$ cat config.mk
export PLATFORM = sky130hd
export DESIGN_NAME = operand_shifter_flat
export DESIGN_NICKNAME = d
export VERILOG_FILES = /design/src/rtl/operand_shifter_if.sv /design/src/rtl/operand_shifter.sv /design/src/flat_wrapper.sv
export SDC_FILE = /design/constraint.sdc
export NUM_CORES = 1
export LEC_CHECK = 0
export ABC_CLOCK_PERIOD_IN_PS = 1500
export CORE_AREA = 2 2 61 63
export CTS_CLUSTER_SIZE = 16
export DETAILED_ROUTE_END_ITERATION = 16
export DIE_AREA = 0 0 63 65
export GPL_TIMING_DRIVEN = 0
export PLACE_DENSITY = 0.73
export SYNTH_ARGS = -nofsm -noshare
export SYNTH_HDL_FRONTEND = slang
export SYNTH_SLANG_ARGS = --single-unit
export TNS_END_PERCENT = 5
$ cat constraint.sdc
create_clock -name clk -period 1.5 [get_ports clk]
set_clock_uncertainty 0.2 [all_clocks]
set_input_delay 0.225 -clock clk [delete_from_list [all_inputs] [get_ports clk]]
set_output_delay 0.225 -clock clk [all_outputs]
set_load 0.01 [all_outputs]
$ cat src/rtl/operand_shifter_if.sv
// Operand shifter bus: operand load/shift commands in,
// shifted operand registers and accumulator controls out.
interface operand_shifter_if #(
    parameter int WIDTH = 8
);
    localparam int MW = 2 * WIDTH - 1;
    localparam int CW = $clog2(WIDTH) + 1;

    logic             load;
    logic             en;
    logic [WIDTH-1:0] multiplicand;
    logic [WIDTH-1:0] multiplier;
    logic [MW-1:0]    shifted_multiplicand;
    logic [WIDTH-1:0] shifted_multiplier;
    logic             mult_lsb;
    logic             zflag;
    logic [CW-1:0]    shift_count;

    modport master (
        output load,
        output en,
        output multiplicand,
        output multiplier,
        input  shifted_multiplicand,
        input  shifted_multiplier,
        input  mult_lsb,
        input  zflag,
        input  shift_count
    );

    modport slave (
        input  load,
        input  en,
        input  multiplicand,
        input  multiplier,
        output shifted_multiplicand,
        output shifted_multiplier,
        output mult_lsb,
        output zflag,
        output shift_count
    );
endinterface

$ cat src/rtl/operand_shifter.sv
// Operand shift unit for the shift-and-add multiplier:
// left-shifting multiplicand, right-shifting multiplier.
module operand_shifter #(
    parameter int WIDTH = 8
) (
    input  logic              clk,
    input  logic              rst,
    operand_shifter_if.slave  bus
);
    localparam int MW = 2 * WIDTH - 1;
    localparam int CW = $clog2(WIDTH) + 1;
    localparam logic [CW-1:0] CNT_MAX = CW'(WIDTH);

    logic [MW-1:0]    md_q;
    logic [WIDTH-1:0] mr_q;
    logic [CW-1:0]    cnt_q;

    // Operand registers: load beats shift, shift beats hold.
    // The multiplicand is zero-extended so the product bits
    // it walks into are already clear.
    always_ff @(posedge clk or posedge rst) begin
        if (rst) begin
            md_q  <= '0;
            mr_q  <= '0;
            cnt_q <= '0;
        end else if (bus.load) begin
            md_q  <= {{(WIDTH-1){1'b0}}, bus.multiplicand};
            mr_q  <= bus.multiplier;
            cnt_q <= '0;
        end else if (bus.en) begin
            md_q  <= md_q << 1;
            mr_q  <= mr_q >> 1;
            if (cnt_q != CNT_MAX) begin
                cnt_q <= cnt_q + 1'b1;
            end
        end
    end

    // Accumulator controls come straight off the multiplier register.
    assign bus.shifted_multiplicand = md_q;
    assign bus.shifted_multiplier   = mr_q;
    assign bus.shift_count          = cnt_q;
    assign bus.mult_lsb             = mr_q[0];
    assign bus.zflag                = (mr_q == '0);
endmodule

$ cat src/flat_wrapper.sv
// flat-port wrapper written by rule: the top's interface ports become plain ports
module operand_shifter_flat 
#(
    parameter int WIDTH = 8
)
  (clk, rst, bus_load, bus_en, bus_multiplicand, bus_multiplier, bus_shifted_multiplicand, bus_shifted_multiplier, bus_mult_lsb, bus_zflag, bus_shift_count);
  operand_shifter_if #(.WIDTH(WIDTH)) bus_i ();
  input  logic clk;
  input  logic rst;
  input wire logic [$bits(bus_i.load)-1:0] bus_load;
  input wire logic [$bits(bus_i.en)-1:0] bus_en;
  input wire logic [$bits(bus_i.multiplicand)-1:0] bus_multiplicand;
  input wire logic [$bits(bus_i.multiplier)-1:0] bus_multiplier;
  output wire logic [$bits(bus_i.shifted_multiplicand)-1:0] bus_shifted_multiplicand;
  output wire logic [$bits(bus_i.shifted_multiplier)-1:0] bus_shifted_multiplier;
  output wire logic [$bits(bus_i.mult_lsb)-1:0] bus_mult_lsb;
  output wire logic [$bits(bus_i.zflag)-1:0] bus_zflag;
  output wire logic [$bits(bus_i.shift_count)-1:0] bus_shift_count;
  assign bus_i.load = bus_load;
  assign bus_i.en = bus_en;
  assign bus_i.multiplicand = bus_multiplicand;
  assign bus_i.multiplier = bus_multiplier;
  assign bus_shifted_multiplicand = bus_i.shifted_multiplicand;
  assign bus_shifted_multiplier = bus_i.shifted_multiplier;
  assign bus_mult_lsb = bus_i.mult_lsb;
  assign bus_zflag = bus_i.zflag;
  assign bus_shift_count = bus_i.shift_count;
  operand_shifter #(.WIDTH(WIDTH)) u_core (.clk(clk), .rst(rst), .bus(bus_i));
endmodule
==> key figures, run 1 <==
Synthesis
  • Post-synthesis cell count: 121
  • Post-Syn Nets: 143
  • Synth top area cells: dfrtp_1, mux2i_1, o21ai_0
  • Synth area leader: dfrtp_1
  • Post-synth cell types: 21
  • Synth Warn #: 0
  • Syn avg cell area: 10.6 um^2
  • Synthesized flop and latch total: 27
  • Top-area cell type share of the netlist area: 52.9%
  • Synth Cell Area: 1280 um^2
  • Register area share after synthesis: 52.9%

Timing
  • WHS: 0.0267 ns
  • RSZ-0062 raised after global routing: yes
  • Final period utilization: 128%
  • Slew Limit Fails: 0
  • Setup violations, final: 3
  • Worst Tran Pin Value: 0.596 ns
  • Fmax: 0.520 GHz
  • Minimum clock period: 1.92 ns
  • Setup ws final: -0.424 ns
  • Slew HR: 60.2%
  • Hold Fails Final Rpt: 0

Power
  • Total net switching power: 0.000412 W
  • Maximum VDD drop: 0.436 mV
  • Share of power burned in registers: 56.0%
  • Comb pwr share: 22.8%
  • P_leak: 0.872 nW
  • Tot Pwr: 0.00147 W
  • Sw Share: 28.0%
  • PwrDens: 804 nW/um^2
  • Power share of the clock group: 21.2%
  • Pint: 0.00106 W

Critical path
  • Reg2reg start: u_core.bus.shift_count[0]$_DFFE_PP0P_
  • Crit path cell chain: or4_1 > nor2_2 > buf_2
  • Crit Path Class: flop to primary output
  • Critical Path Max Stage Delay: 0.53 ns
  • Setup crit start kind: flop
  • Critical Path AT: 1.50 ns
  • CP required: 1.07 ns
  • Critical path launch point: u_core.bus.shifted_multiplier[7]$_DFFE_PP0P_
  • CP Capture Type: primary output
  • Crit path max fanout: 2
  • CP max stage cell: or4_1

Floorplanning
  • Initial core utilization: 36.5%
  • Die footprint: 4100 um^2
  • Die Ht: 65 um
  • Rows: 22
  • Core area: 3500 um^2
  • Die X: 63 um
  • Ports: 49

Drt
  • Pre-antenna DRT Iters: 4
  • Vias after detailed routing: 1,066
  • Detailed Route Iter0 Violations: 22
  • Wire per inst: 13.6 um
  • Final wirelength: 3.03 mm
  • Post-route DRC: 0
  • Antenna-violating nets left: 0
  • Vias per cell: 4.78

Flow run
  • Max-cap viol count: 0

Clocking
  • # hold bufs at CTS: 0
  • Num Clock Sinks: 27
  • CTS HTree Levels: 1
  • Total CTS buffers: 3
  • Clk_lat worst skew: 0.32 ns
  • Max Root-Sink Buffers: 2
  • CTS tree: done
  • Worst-path clk slew: 0.14 ns
  • Clock tree root driver cell: clkbuf_4

Global route
  • Total GRT Usage: 15.3%
  • Vias in the first global route: 1,096
  • Largest net degree at the start of global routing: 28
  • Initial antenna violation count: 0
  • First-pass GRT wire length: 4.98 mm
  • Congestion Overflow GR: 0

Finish
  • Ant. Diodes: 0
  • Fillers: 338
  • Share of cells above drive strength 1: 16.0%
  • Syn-to-layout area delta: 43.3%
  • Core Util, Final: 52.4%
  • Final #Nets: 198
  • Fin area: 1830 um^2

Place
  • Area post-placement: 1800 um^2
  • Dpl hpwl: 2.24 mm
  • GP Congestion: 0.724
  • Port Buf Inserts: 46

Hold path
  • Hold Crit Start: bus_en
  • Type of the worst min-delay path: primary input to flop

Status
  • Failing checks: setup timing
  • Status: finished with violations
[cell usage after synthesis]
master	instances
a21oi_1	1
buf_2	1
buf_4	1
buf_6	3
clkbuf_1	3
clkbuf_2	1
dfrtp_1	27
ha_1	2
inv_1	3
mux2_2	1
mux2i_1	22
nand2_1	18
nand2_2	1
nand2b_1	4
nand4_1	1
nor2_1	11
o21a_1	1
o21ai_0	16
or3b_1	1
or4_1	2
xor2_1	1
[worst paths after layout]
kind,endpoint,slack (ns),cells after the start
max in group asynchronous,u_core.bus.shift_count[0]$_DFFE_PP0P_,0.65,2
worst min-delay path,u_core.bus.shift_count[2]$_DFFE_PP0P_,0.03,4
worst max register to register,u_core.bus.shift_count[0]$_DFFE_PP0P_,-0.04,5
worst min register to register,u_core.bus.shifted_multiplicand[14]$_DFFE_PP0P_,0.35,2
worst max-delay path,bus_zflag,-0.42,3
min in group asynchronous,u_core.bus.shifted_multiplicand[14]$_DFFE_PP0P_,0.09,2
[area by class of cell]
class                      instances  area, um^2  area share, %
timing repair buffer              50         454           24.8
clock inverter                     1        5.00          0.273
sequential                        27         677           37.0
tap                               48        60.1           3.28
inverter                           3        15.0          0.820
buffer                             9        66.3           3.62
multi-input combinational         82         531           29.0
clock buffer                       3        22.5           1.23
[cells in the final DEF (no fill, tap or decap)]
| cell | Yosys | final |
|---|---|---|
| nand4_1 | 1 | 1 |
| or4_1 | 2 | 2 |
| nand2b_1 | 4 | 4 |
| nand2_1 | 18 | 18 |
| clkbuf_1 | 3 | 3 |
| clkinvlp_4 | 0 | 1 |
| dlygate4sd2_1 | 0 | 2 |
| or3b_1 | 1 | 1 |
| clkbuf_2 | 1 | 3 |
| o21a_1 | 1 | 1 |
| clkinv_2 | 0 | 1 |
| ha_1 | 2 | 2 |
| dfrtp_1 | 27 | 26 |
| clkbuf_4 | 0 | 3 |
| nor2_2 | 0 | 1 |
| a21oi_1 | 1 | 1 |
| inv_1 | 3 | 1 |
| clkdlybuf4s50_1 | 0 | 18 |
| buf_4 | 1 | 4 |
| buf_6 | 3 | 5 |
| nor2_1 | 11 | 10 |
| mux2_2 | 1 | 1 |
| mux2i_1 | 22 | 22 |
| dfrtp_2 | 0 | 1 |
| clkdlybuf4s15_1 | 0 | 18 |
| inv_2 | 0 | 1 |
| buf_2 | 1 | 6 |
| xor2_1 | 1 | 1 |
| nand2_2 | 1 | 1 |
| o21ai_0 | 16 | 16 |
[state kept, by name, summed over array words and instances (netlist names)]
signal	cells
u_core.bus.shift_count	4
u_core.bus.shifted_multiplicand	15
u_core.bus.shifted_multiplier	8
[per-layer routing]
layer | vias up | part of all wire [%] | global-route usage, %
li1 | 517 | - | -
met2 | 23 | 52 | 27.9
met1 | 524 | 43 | 18.0
met4 | 0 | 0.83 | 5.00
met3 | 2 | 3.3 | 2.78
met5 | - | 0 | 0
[power groups by stage]
| stage | Combinational [W] | Clock [W] | Sequential, W |
|---|---|---|---|
| after floorplan | 0.000136 | 0 | 0.000857 |
| after global placement | 0.000336 | 0 | 0.000839 |
| after detailed placement | 0.000347 | 0 | 0.000843 |
| after CTS | 0.000332 | 0.000330 | 0.000823 |
| after global routing | 0.000369 | 0.000358 | 0.000834 |
| final | 0.000335 | 0.000313 | 0.000825 |
[critical path: cells and delay by family, from the launching register on]
kind | cells | cell delay (ns)
AND/OR/NAND/NOR | 2 | 0.65
flip-flops | 1 | 0.40
buffers and inverters | 1 | 0.13
[cells by family (layout without fill, tap and decap cells)]
group / count (synthesis) / count (layout) / synth area share (%)
DFF: 27 / 27 / 52.9
buffers and inverters: 12 / 66 / 5.78
xor gates and xnor gates: 1 / 1 / 0.686
AOI/OAI and AO/OA: 18 / 18 / 7.25
and+or+nand+nor: 38 / 38 / 13.3
adders and majority gates: 2 / 2 / 1.96
muxes: 23 / 23 / 18.1
[stage by stage]
stage	worst slack [ns]	std cells	TNS (ns)
6_report	-0.424	223	-0.669
2_1_floorplan	-0.0313	121	-0.0590
3_5_place_dp	-0.511	215	-6.62
4_1_cts	-0.441	223	-0.696
5_1_grt	-0.481	223	-0.895
3_3_place_gp	-0.518	215	-4.55
[repair_timing]
item / in CTS / in global routing
setup buffers: 4 / 0
setup endpoints to repair: 31 / 25
endpoints found under the hold margin: 0 / 0
pin swaps: 1 / 1
gates cloned: 0 / 0
gates resized for setup: 49 / 21
No activity file was read; power rests on OpenSTA's default activity.
==> run 2, diff against run 1 <==
GPL_ROUTABILITY_DRIVEN = 0   (was unset)
==> results of run 2 <==
Same layout as run 1: the final DEF is identical, and so are final timing and power.
